File: config.mk
export PLATFORM = sky130hd
export DESIGN_NAME = pet_needs_ctrl
export DESIGN_NICKNAME = d
export VERILOG_FILES = /design/src/rtl/pet_pkg.sv /design/src/rtl/sat_addsub.sv /design/src/rtl/pet_needs_ctrl.sv
export SDC_FILE = /design/constraint.sdc
export NUM_CORES = 1
export LEC_CHECK = 0
export BUFFER_PORTS_ARGS = -buffer_cell sky130_fd_sc_hd__buf_2
export CAP_MARGIN = 40
export CORE_UTILIZATION = 62
export CTS_CLUSTER_SIZE = 20
export DETAILED_ROUTE_END_ITERATION = 7
export PLACE_DENSITY_LB_ADDON = 0.08
export SLEW_MARGIN = 15
export SYNTH_ARGS = -nofsm -noshare
export SYNTH_HDL_FRONTEND = slang
export SYNTH_SLANG_ARGS = --single-unit
File: constraint.sdc
create_clock -name clk -period 8.6 [get_ports clk]
set_input_delay 1.72 -clock clk [delete_from_list [all_inputs] [get_ports clk]]
set_output_delay 1.72 -clock clk [all_outputs]
set_load 0.01 [all_outputs]
File: src/rtl/pet_pkg.sv
// Shared encodings, reset values and helpers for the pet need-register controller.
package pet_pkg;

  localparam int unsigned NEED_W = 7;

  localparam logic [NEED_W-1:0] NEED_MAX  = 7'd100;
  localparam logic [NEED_W-1:0] LIFE_INIT = 7'd100;
  localparam logic [NEED_W-1:0] NEED_INIT = 7'd50;

  typedef enum logic [1:0] {
    ACT_PLAY  = 2'd0,
    ACT_SLEEP = 2'd1,
    ACT_EAT   = 2'd2,
    ACT_HEAL  = 2'd3
  } act_e;

  typedef enum logic [2:0] {
    ST_IDLE  = 3'd0,
    ST_DECAY = 3'd1,
    ST_LIFE  = 3'd2,
    ST_ACT   = 3'd3,
    ST_DONE  = 3'd4,
    ST_DEAD  = 3'd5
  } state_e;

  typedef struct packed {
    logic [NEED_W-1:0] food;
    logic [NEED_W-1:0] fun;
    logic [NEED_W-1:0] rest;
    logic [NEED_W-1:0] life;
  } needs_t;

  // Net life change per tick: +1 per satisfied need, -1 per starved need.
  function automatic logic signed [7:0] life_delta(input needs_t n,
                                                   input logic [NEED_W-1:0] plus,
                                                   input logic [NEED_W-1:0] minus);
    logic signed [7:0] d;
    d = 8'sd0;
    if (n.food >= plus)  d = d + 8'sd1;
    if (n.food <= minus) d = d - 8'sd1;
    if (n.fun  >= plus)  d = d + 8'sd1;
    if (n.fun  <= minus) d = d - 8'sd1;
    if (n.rest >= plus)  d = d + 8'sd1;
    if (n.rest <= minus) d = d - 8'sd1;
    return d;
  endfunction

endpackage

File: src/rtl/sat_addsub.sv
// Saturating add/subtract of a need value, clamped to 0..NEED_MAX.
module sat_addsub
  import pet_pkg::*;
(
  input  logic [NEED_W-1:0] val,
  input  logic [NEED_W-1:0] step,
  input  logic              sub,
  output logic [NEED_W-1:0] res_c
);

  logic [NEED_W:0] sum;

  always_comb begin
    sum = {1'b0, val} + {1'b0, step};
    if (sub) begin
      res_c = (val < step) ? '0 : (val - step);
    end else begin
      res_c = (sum > {1'b0, NEED_MAX}) ? NEED_MAX : sum[NEED_W-1:0];
    end
  end

endmodule

File: src/rtl/pet_needs_ctrl.sv
// Owns the pet need registers; serialises decay ticks and user actions onto them.
module pet_needs_ctrl
  import pet_pkg::*;
#(
  parameter int unsigned TICK_DIV    = 50_000_000,
  parameter int unsigned FOOD_PERIOD = 3,
  parameter int unsigned FUN_PERIOD  = 4,
  parameter int unsigned REST_PERIOD = 5,
  parameter int unsigned LIFE_PLUS   = 70,
  parameter int unsigned LIFE_MINUS  = 30,
  parameter int unsigned DISEASE_TH  = 20,
  parameter int unsigned ACT_STEP    = 10
) (
  input  logic              clk,
  input  logic              reset,
  input  logic              act_valid,
  input  logic [1:0]        act_code,
  output logic              act_ready,
  output logic              act_done,
  output logic              act_ok,
  output logic [NEED_W-1:0] food,
  output logic [NEED_W-1:0] fun,
  output logic [NEED_W-1:0] rest,
  output logic [NEED_W-1:0] life,
  output logic              disease,
  output logic              death,
  output logic              tick_done
);

  localparam int unsigned CNT_W = (TICK_DIV > 2) ? $clog2(TICK_DIV) : 1;
  localparam int unsigned PER_W = 8;

  state_e            state_q, state_d;
  logic [CNT_W-1:0]  pre_q, pre_d;
  logic              tick_pend_q, tick_pend_d;
  logic [PER_W-1:0]  food_cnt_q, food_cnt_d;
  logic [PER_W-1:0]  fun_cnt_q, fun_cnt_d;
  logic [PER_W-1:0]  rest_cnt_q, rest_cnt_d;
  needs_t            needs_q, needs_d;
  act_e              act_code_q, act_code_d;
  logic              act_ready_q, act_ready_d;
  logic              act_done_q, act_done_d;
  logic              act_ok_q, act_ok_d;
  logic              tick_done_q, tick_done_d;
  logic              disease_q, disease_d;
  logic              death_q, death_d;

  logic              pre_term;
  logic [PER_W-1:0]  food_cnt_nxt, fun_cnt_nxt, rest_cnt_nxt;
  logic              food_hit, fun_hit, rest_hit;
  logic signed [7:0] life_dlt;

  logic [NEED_W-1:0] food_step, fun_step, rest_step, life_step;
  logic              food_sub, fun_sub, rest_sub, life_sub;
  logic [NEED_W-1:0] food_res_c, fun_res_c, rest_res_c, life_res_c;

  assign pre_term     = (pre_q == CNT_W'(TICK_DIV - 1));
  assign food_cnt_nxt = food_cnt_q + PER_W'(1);
  assign fun_cnt_nxt  = fun_cnt_q + PER_W'(1);
  assign rest_cnt_nxt = rest_cnt_q + PER_W'(1);
  assign food_hit     = (food_cnt_nxt == PER_W'(FOOD_PERIOD));
  assign fun_hit      = (fun_cnt_nxt == PER_W'(FUN_PERIOD));
  assign rest_hit     = (rest_cnt_nxt == PER_W'(REST_PERIOD));
  assign life_dlt     = life_delta(needs_q, NEED_W'(LIFE_PLUS), NEED_W'(LIFE_MINUS));

  // Operand selection for the four saturating units, driven by the active sequence step.
  always_comb begin
    food_step = '0;
    fun_step  = '0;
    rest_step = '0;
    life_step = '0;
    food_sub  = 1'b0;
    fun_sub   = 1'b0;
    rest_sub  = 1'b0;
    life_sub  = 1'b0;
    case (state_q)
      ST_DECAY: begin
        food_step = {{(NEED_W-1){1'b0}}, food_hit};
        fun_step  = {{(NEED_W-1){1'b0}}, fun_hit};
        rest_step = {{(NEED_W-1){1'b0}}, rest_hit};
        food_sub  = 1'b1;
        fun_sub   = 1'b1;
        rest_sub  = 1'b1;
      end
      ST_LIFE: begin
        life_sub  = life_dlt[7];
        life_step = life_dlt[7] ? NEED_W'(-life_dlt) : NEED_W'(life_dlt);
      end
      ST_ACT: begin
        case (act_code_q)
          ACT_PLAY: begin
            fun_step  = NEED_W'(ACT_STEP);
            rest_step = NEED_W'(ACT_STEP / 2);
            rest_sub  = 1'b1;
          end
          ACT_SLEEP: rest_step = NEED_W'(ACT_STEP);
          ACT_EAT:   food_step = NEED_W'(ACT_STEP);
          ACT_HEAL: begin
            if (disease_q) life_step = NEED_W'(2 * ACT_STEP);
          end
          default: ;
        endcase
      end
      default: ;
    endcase
  end

  sat_addsub u_food (.val(needs_q.food), .step(food_step), .sub(food_sub), .res_c(food_res_c));
  sat_addsub u_fun  (.val(needs_q.fun),  .step(fun_step),  .sub(fun_sub),  .res_c(fun_res_c));
  sat_addsub u_rest (.val(needs_q.rest), .step(rest_step), .sub(rest_sub), .res_c(rest_res_c));
  sat_addsub u_life (.val(needs_q.life), .step(life_step), .sub(life_sub), .res_c(life_res_c));

  // Next-state and registered-output logic.
  always_comb begin
    state_d     = state_q;
    pre_d       = pre_term ? '0 : (pre_q + CNT_W'(1));
    tick_pend_d = tick_pend_q;
    food_cnt_d  = food_cnt_q;
    fun_cnt_d   = fun_cnt_q;
    rest_cnt_d  = rest_cnt_q;
    needs_d     = needs_q;
    act_code_d  = act_code_q;
    act_ready_d = 1'b0;
    act_done_d  = 1'b0;
    act_ok_d    = 1'b0;
    tick_done_d = 1'b0;
    disease_d   = disease_q;
    death_d     = death_q;

    case (state_q)
      ST_IDLE: begin
        if (tick_pend_q) begin
          tick_pend_d = 1'b0;
          state_d     = ST_DECAY;
        end else if (act_valid) begin
          act_ready_d = 1'b1;
          act_code_d  = act_e'(act_code);
          state_d     = ST_ACT;
        end
      end
      ST_DECAY: begin
        food_cnt_d   = food_hit ? '0 : food_cnt_nxt;
        fun_cnt_d    = fun_hit  ? '0 : fun_cnt_nxt;
        rest_cnt_d   = rest_hit ? '0 : rest_cnt_nxt;
        needs_d.food = food_res_c;
        needs_d.fun  = fun_res_c;
        needs_d.rest = rest_res_c;
        state_d      = ST_LIFE;
      end
      ST_LIFE: begin
        needs_d.life = life_res_c;
        tick_done_d  = 1'b1;
        state_d      = ST_DONE;
      end
      ST_ACT: begin
        needs_d.food = food_res_c;
        needs_d.fun  = fun_res_c;
        needs_d.rest = rest_res_c;
        needs_d.life = life_res_c;
        act_done_d   = 1'b1;
        act_ok_d     = (act_code_q != ACT_HEAL) || disease_q;
        state_d      = ST_DONE;
      end
      ST_DONE: begin
        disease_d = (needs_q.life <= NEED_W'(DISEASE_TH));
        death_d   = (needs_q.life == '0);
        state_d   = (needs_q.life == '0) ? ST_DEAD : ST_IDLE;
      end
      ST_DEAD: begin
        // Frozen: every request is acknowledged then answered as rejected.
        death_d = 1'b1;
        if (act_ready_q) begin
          act_done_d = 1'b1;
        end else if (act_valid) begin
          act_ready_d = 1'b1;
        end
      end
      default: state_d = ST_IDLE;
    endcase

    if (pre_term && (state_q != ST_DEAD)) tick_pend_d = 1'b1;
  end

  always_ff @(posedge clk) begin
    if (reset) begin
      state_q      <= ST_IDLE;
      pre_q        <= '0;
      tick_pend_q  <= 1'b0;
      food_cnt_q   <= '0;
      fun_cnt_q    <= '0;
      rest_cnt_q   <= '0;
      needs_q.food <= NEED_INIT;
      needs_q.fun  <= NEED_INIT;
      needs_q.rest <= NEED_INIT;
      needs_q.life <= LIFE_INIT;
      act_code_q   <= ACT_PLAY;
      act_ready_q  <= 1'b0;
      act_done_q   <= 1'b0;
      act_ok_q     <= 1'b0;
      tick_done_q  <= 1'b0;
      disease_q    <= 1'b0;
      death_q      <= 1'b0;
    end else begin
      state_q      <= state_d;
      pre_q        <= pre_d;
      tick_pend_q  <= tick_pend_d;
      food_cnt_q   <= food_cnt_d;
      fun_cnt_q    <= fun_cnt_d;
      rest_cnt_q   <= rest_cnt_d;
      needs_q      <= needs_d;
      act_code_q   <= act_code_d;
      act_ready_q  <= act_ready_d;
      act_done_q   <= act_done_d;
      act_ok_q     <= act_ok_d;
      tick_done_q  <= tick_done_d;
      disease_q    <= disease_d;
      death_q      <= death_d;
    end
  end

  assign act_ready = act_ready_q;
  assign act_done  = act_done_q;
  assign act_ok    = act_ok_q;
  assign food      = needs_q.food;
  assign fun       = needs_q.fun;
  assign rest      = needs_q.rest;
  assign life      = needs_q.life;
  assign disease   = disease_q;
  assign death     = death_q;
  assign tick_done = tick_done_q;

endmodule

* Word level (Yosys, flattened, before mapping) *
Cells that the tools add are included.

storage, ports and cells
  latch bits = 0
  input port bits = 5
  flip-flop bits (word level) = 90
  memories kept = 0
  word-level logic and storage cells = 130
  memory bits (writable) = 0
  bits in read-only memories = 0

cells by class
  bitwise logic cells = 3
  shift operators = 0
  add/sub/neg operators = 18
  multiply operators = 0
  divide/modulo/power cells = 0
  equal/unequal tests = 15
  multiplexer cells = 49
  reduce and logical (&&, ||, !) cells = 13
  $lt $le $gt $ge = 15

operators by type and width
  cell                     count
  $mux W7                  13
  $mux W8                  8
  $gt A8 B7 Y1 const B     4
  $pmux W4 S2              4
  $le A7 B5 Y1 const B     4
  $add A26 B1 Y26 const B  1
  $eq A26 B26 Y1 const B   1
  $add A7 B4 Y8            3
  $add A8 B1 Y8 const B    3
  $sub A8 B2 Y8 const B    3
  $ge A7 B7 Y1 const B     3
  $lt A7 B4 Y1             3
  $sub A7 B4 Y7            3
  $add A8 B2 Y8 const B    2
  $eq A8 B3 Y1 const B     2
  $pmux W3 S5              1
  $pmux W7 S2              1
  $mux W1                  11
  $mux W5                  2
  $mux W3                  3
  $add A7 B7 Y8            1
  $eq A8 B2 Y1 const B     1
  $mux W4                  2
  $pmux W1 S2              4
  other kinds (20)         30

* Depth between registers and ports, before layout *
  depth after elaboration = 19
  depth in mapped cells = 32
  gate-level depth less buffers = 30

* Hierarchy *
A second synthesis with hierarchy kept.

unflattened totals
  cell total of the unflattened synthesis = 984
  area total of the unflattened synthesis = 7896.3 um^2

modules (own cells, without submodules)
  module          area each (um^2)  cells each  times used
  pet_needs_ctrl  4598.2            580         1
  sat_addsub      824.5             101         4

* Worst setup path before layout *
No wires, ideal clock.

  path type = reg2reg
  start point = register food[2] (netlist name)
  end point = register life[3] (netlist name)
  required time = 8.530 ns
  arrival time = 6.572 ns
  path slack = 1.958 ns
  cell stages (with the launch flop) = 33
  cells stage by stage = dfxtp_1 -> clkbuf_1 -> inv_1 -> nor2_1 -> nand4_1 -> nand2_1 -> inv_1 -> fa_1 -> inv_1 -> a311oi_1 -> a211o_1 -> and2_1 -> or2_2 -> ha_1 -> or3_1 -> o31ai_1 -> ha_1 -> mux2i_1 -> inv_1 -> ha_1 -> o21ai_1 -> or3b_1 -> a21o_1 -> ha_1 -> clkbuf_1 -> nor3_1 -> nor3_1 -> xnor2_1 -> o21ai_0 -> nor4b_1 -> nor2_1 -> or4_1 -> a21oi_1

between the ends
  word-level cells in the longest chain between the ends = 19
  elaborated cells between the ends (all ways) = 24
  those cells by class = add/sub: 8; order compare: 4; mux: 12

ends and longest elaborated chain
  element        line                  source
  $ge A7 B7 Y1   pet_pkg.sv:39         if (n.food >= plus) d = d + 8'sd1;
  $mux W1        pet_pkg.sv:39
  $sub A8 B2 Y8  pet_pkg.sv:40         if (n.food <= minus) d = d - 8'sd1;
  $mux W8 *      pet_pkg.sv:40
  $add A8 B2 Y8  pet_pkg.sv:41         if (n.fun >= plus) d = d + 8'sd1;
  $mux W8 *      pet_pkg.sv:41
  $sub A8 B2 Y8  pet_pkg.sv:42         if (n.fun <= minus) d = d - 8'sd1;
  $mux W8 *      pet_pkg.sv:42
  (+3 left out)  -
  $mux W8 *      pet_pkg.sv:44         if (n.rest <= minus) d = d - 8'sd1;
  $neg A7 Y7     pet_needs_ctrl.sv:87  life_step = life_dlt[7] ? NEED_W'(-life_dlt) : NEED_W'(life_dlt);
  $mux W7        pet_needs_ctrl.sv:87
  $pmux W7 S2    pet_needs_ctrl.sv:76  case (state_q)
  $add A7 B7 Y8  sat_addsub.sv:14      sum = {1'b0, val} + {1'b0, step};
  $gt A8 B7 Y1   sat_addsub.sv:18      res_c = (sum > {1'b0, NEED_MAX}) ? NEED_MAX : sum[NEED_W-1:0];
  $mux W7        sat_addsub.sv:18
  $mux W7 *      sat_addsub.sv:15      if (sub) begin

Every way passes the cells marked *; elsewhere a longest branch is shown, timed or not.
A chain may end at the register's enable or synchronous reset.

* Worst setup path after layout *
  start point = register food[2] (netlist name)
  end point = register life[4] (netlist name)

between the ends
  word-level cells in the longest chain between the ends = 19
  elaborated cells between the ends (all ways) = 24
  those cells by class = add/sub: 8; order compare: 4; mux: 12

ends and longest elaborated chain
  element        line
  $ge A7 B7 Y1   pet_pkg.sv:39
  $mux W1        pet_pkg.sv:39
  $sub A8 B2 Y8  pet_pkg.sv:40
  $mux W8 *      pet_pkg.sv:40
  $add A8 B2 Y8  pet_pkg.sv:41
  $mux W8 *      pet_pkg.sv:41
  $sub A8 B2 Y8  pet_pkg.sv:42
  $mux W8 *      pet_pkg.sv:42
  (+3 left out)  -
  $mux W8 *      pet_pkg.sv:44
  $neg A7 Y7     pet_needs_ctrl.sv:87
  $mux W7        pet_needs_ctrl.sv:87
  $pmux W7 S2    pet_needs_ctrl.sv:76
  $add A7 B7 Y8  sat_addsub.sv:14
  $gt A8 B7 Y1   sat_addsub.sv:18
  $mux W7        sat_addsub.sv:18
  $mux W7 *      sat_addsub.sv:15

Marks and branches as above.

==> flow_metrics.env <==
export IMPL_min_period_over_period_pct=83.04
export IMPL_reg2reg_to="life[4]"
export IMPL_antenna_found_initial=0
export IMPL_grt_use_total_pct=30.15
export IMPL_cts_buffer_depth=2
export IMPL_start_util_pct=64.66
export IMPL_synth_async_reset_ratio_pct=0
export IMPL_r2r_slack_ns=1.46
export IMPL_ioPinCount=39
export IMPL_cp_arrival_ns=7.48
export IMPL_final_fill_count=897
export IMPL_setup_viol=0
export IMPL_clock_sinks=90
export IMPL_cts_hold_buf=0
export IMPL_critPathCaptureType="register"
export IMPL_cp_start_kind="register"
export IMPL_nets=947
export IMPL_fin_hold_ws_ns=0.4732
export IMPL_multi_input_area_sq_um=4577
export IMPL_worst_pin_slew_ns=0.7838
export IMPL_cts_max_level=3
export IMPL_coreArea_sq_um=10420
export IMPL_die_width_um=106.2
export IMPL_dpl_cell_count=1013
export IMPL_hold_path_class="reg2reg"
export IMPL_status="completed"
export IMPL_cp_required_ns=8.93
export IMPL_vias=6413
export IMPL_synth_warnings=0
export IMPL_finalMaxSlewViolations=0
export IMPL_port_buffers=38
export IMPL_cpMaxStageDelayCell="or4_1"
export IMPL_tns_ns=0
export IMPL_grt_pass1_vias=5987
export IMPL_fin_crit_ns=7.141
export IMPL_worst_slack_ns=1.459
export IMPL_placed_area_sq_um=6975
export IMPL_drt_initial_drc_count=442
export IMPL_synth_top_flop_cell="dfxtp_1"
export IMPL_die_area_sq_um=11280
export IMPL_clock_latency_ns=0.39
export IMPL_drv_cap=0
export IMPL_grt_max_degree=55
export IMPL_dieHeight_um=106.2
export IMPL_relSlewSlack_pct=47.06
export IMPL_synthesis_area_sq_um=6735
export IMPL_via_per_inst=6.232
export IMPL_reg2regPathDepth=30
export IMPL_crit_path_max_fanout=9
export IMPL_finClkSkew_ns=0.01504
export IMPL_cts_resized=0
export IMPL_finish_instance_area_sq_um=7158
export IMPL_area_delta_synth_final_pct=6.279
export IMPL_num_rows=37
export IMPL_grt_ovfl_total=0
export IMPL_final_cell_count_no_fill=1029
export IMPL_crit_type="reg2reg"
export IMPL_clockRootBuffer="clkbuf_8"
export IMPL_dp_slack_ns=1.542
export IMPL_syn_instance_count=877
export IMPL_cts_setup_buffers=0
export IMPL_numCtsBuffers=9
export IMPL_drive_gt1_share_pct=8.735
export IMPL_ys_seq_area_share_pct=26.75
export IMPL_ant_nets=0
export IMPL_n_antenna_cell=0
export IMPL_synth_distinct_cells=74
export IMPL_drt_pass1_iterations=5
export IMPL_gp_congestion=0.9212
export IMPL_critPathMaxStageDelay_ns=0.51
export IMPL_syn_avg_cell_area_sq_um=7.680
export IMPL_fmax_mhz=140.0
export IMPL_hpwl_um=11730
export IMPL_p_leak_nw=2.900
export IMPL_ys_seq_elements=90
export IMPL_cts_tree="built"
export IMPL_drt_total_wl_um=16370
export IMPL_drc_errors=0
export IMPL_ir_drop_mv=0.1189
export IMPL_rsz0062_at_grt="false"
export IMPL_holdPathStages=2
export IMPL_hold_viol=0
export IMPL_syn_num_nets=936
export IMPL_synth_edf_count=0
export IMPL_power_mw=1.135
export IMPL_wl_per_cell_um=15.91
export IMPL_path_clk_slew_ns=0.10
export IMPL_power_density_nw_per_um2=158.5
export IMPL_hold_path_startpoint="death"
export IMPL_holdPathEnd="death"
export IMPL_r2r_start="food[2]"
export IMPL_grt_first_pass_wirelength_um=27630
export IMPL_utilization_pct=68.72
export IMPL_regArea_sq_um=1802
-- worst max-delay path: cells and delay by family, from the launching register on --
kind	cells	cell delay, ns
compound gates	7	1.09
xor+xnor	1	0.17
fa+ha+maj	5	1.60
buf+inv	4	0.34
flops	1	0.50
mux	1	0.22
simple gates	12	3.17
-- final cells by class --
type                    instances  area share (%)
clock buffers                   9           1.730
repair buffers                 44           3.339
flip-flops and latches         90           25.17
clock inverters                 7          0.8215
inverters                      50           2.622
multi-input cells             693           63.94
well taps                     136           2.377
-- how the worst max path moves through the flow --
stage / depth (start not counted) / endpoint / slack (ns) / start
3_3_place_gp: 30 / life[4] / 1.86 / food[2]
6_report: 30 / life[4] / 1.46 / food[2]
3_5_place_dp: 30 / life[4] / 1.54 / food[2]
4_1_cts: 30 / life[3] / 1.50 / food[1]
5_1_grt: 25 / life[4] / 0.98 / food[1]
2_1_floorplan: 32 / life[3] / 1.96 / food[2]
-- cell families after synthesis --
family          share of synthesized area, %
simple gates                           25.93
compound gates                         21.18
buf+inv                                5.294
flops                                  26.75
xor+xnor                               8.323
fa+ha+maj                              11.03
mux                                    1.375
other cells                           0.1115
-- synth_stat cells, types with 5 or more instances --
cell type,count,area (sq um)
or4_1,5,37.54
nor2b_1,14,87.58
dfxtp_1,90,1802
a31oi_1,9,56.30
nor4_1,8,50.05
o21bai_1,5,37.54
inv_1,49,183.9
o211ai_1,5,37.54
xor2_1,39,341.6
xnor2_1,25,219.0
a21oi_1,45,225.2
nand3_1,28,140.1
o22ai_1,8,50.05
nand3b_1,7,52.55
nor3_1,28,140.1
a221oi_1,8,70.07
o31ai_1,6,45.04
clkbuf_1,37,138.9
o21a_1,5,37.54
o21ai_0,44,220.2
a211o_1,5,43.79
nand2b_1,10,62.56
or3_1,11,68.82
nand4_1,14,87.58
a22oi_1,5,37.54
mux2i_1,7,70.07
fa_1,9,180.2
and3_1,17,106.4
ha_1,45,563.0
or2_2,5,31.28
nor2_1,117,439.2
nand2_1,72,270.3
a211oi_1,11,82.58
-- cell usage in the layout, fill, tap and decap left out, drive strengths merged, types with 28 or more instances in the layout --
| master | netlist | layout |
|---|---|---|
| xor2 | 39 | 39 |
| a21oi | 45 | 45 |
| nor3 | 29 | 29 |
| ha | 45 | 45 |
| buf | 6 | 44 |
| inv | 50 | 54 |
| nand2 | 72 | 72 |
| nand3 | 28 | 28 |
| nor2 | 118 | 118 |
| o21ai | 46 | 46 |
| dfxtp | 90 | 90 |
-- registers in the layout, indices dropped and copies added (netlist names) --
name and cells:
fun 7, rest_cnt_q 8, act_ok 1, food 7, death 1, pre_q 26
rest 7, state_q 3, act_done 1, act_ready 1, fun_cnt_q 8, life 7
disease 1, act_code_q 2, food_cnt_q 8, tick_pend_q 1, tick_done 1
-- power breakdown --
group          internal [mW]  switching (mW)
Combinational          0.144           0.222
Sequential             0.438          0.0465
Clock                  0.110           0.174
-- metal layers --
layer | track usage (%) | up-vias | wire length [um]
met5 | 0 | - | 0
met4 | 12.70 | 0 | 369
li1 | - | 3150 | -
met2 | 50.14 | 205 | 7802
met1 | 38.40 | 3028 | 7339
met3 | 5.212 | 30 | 857
No activity file was read; power rests on OpenSTA's default activity.
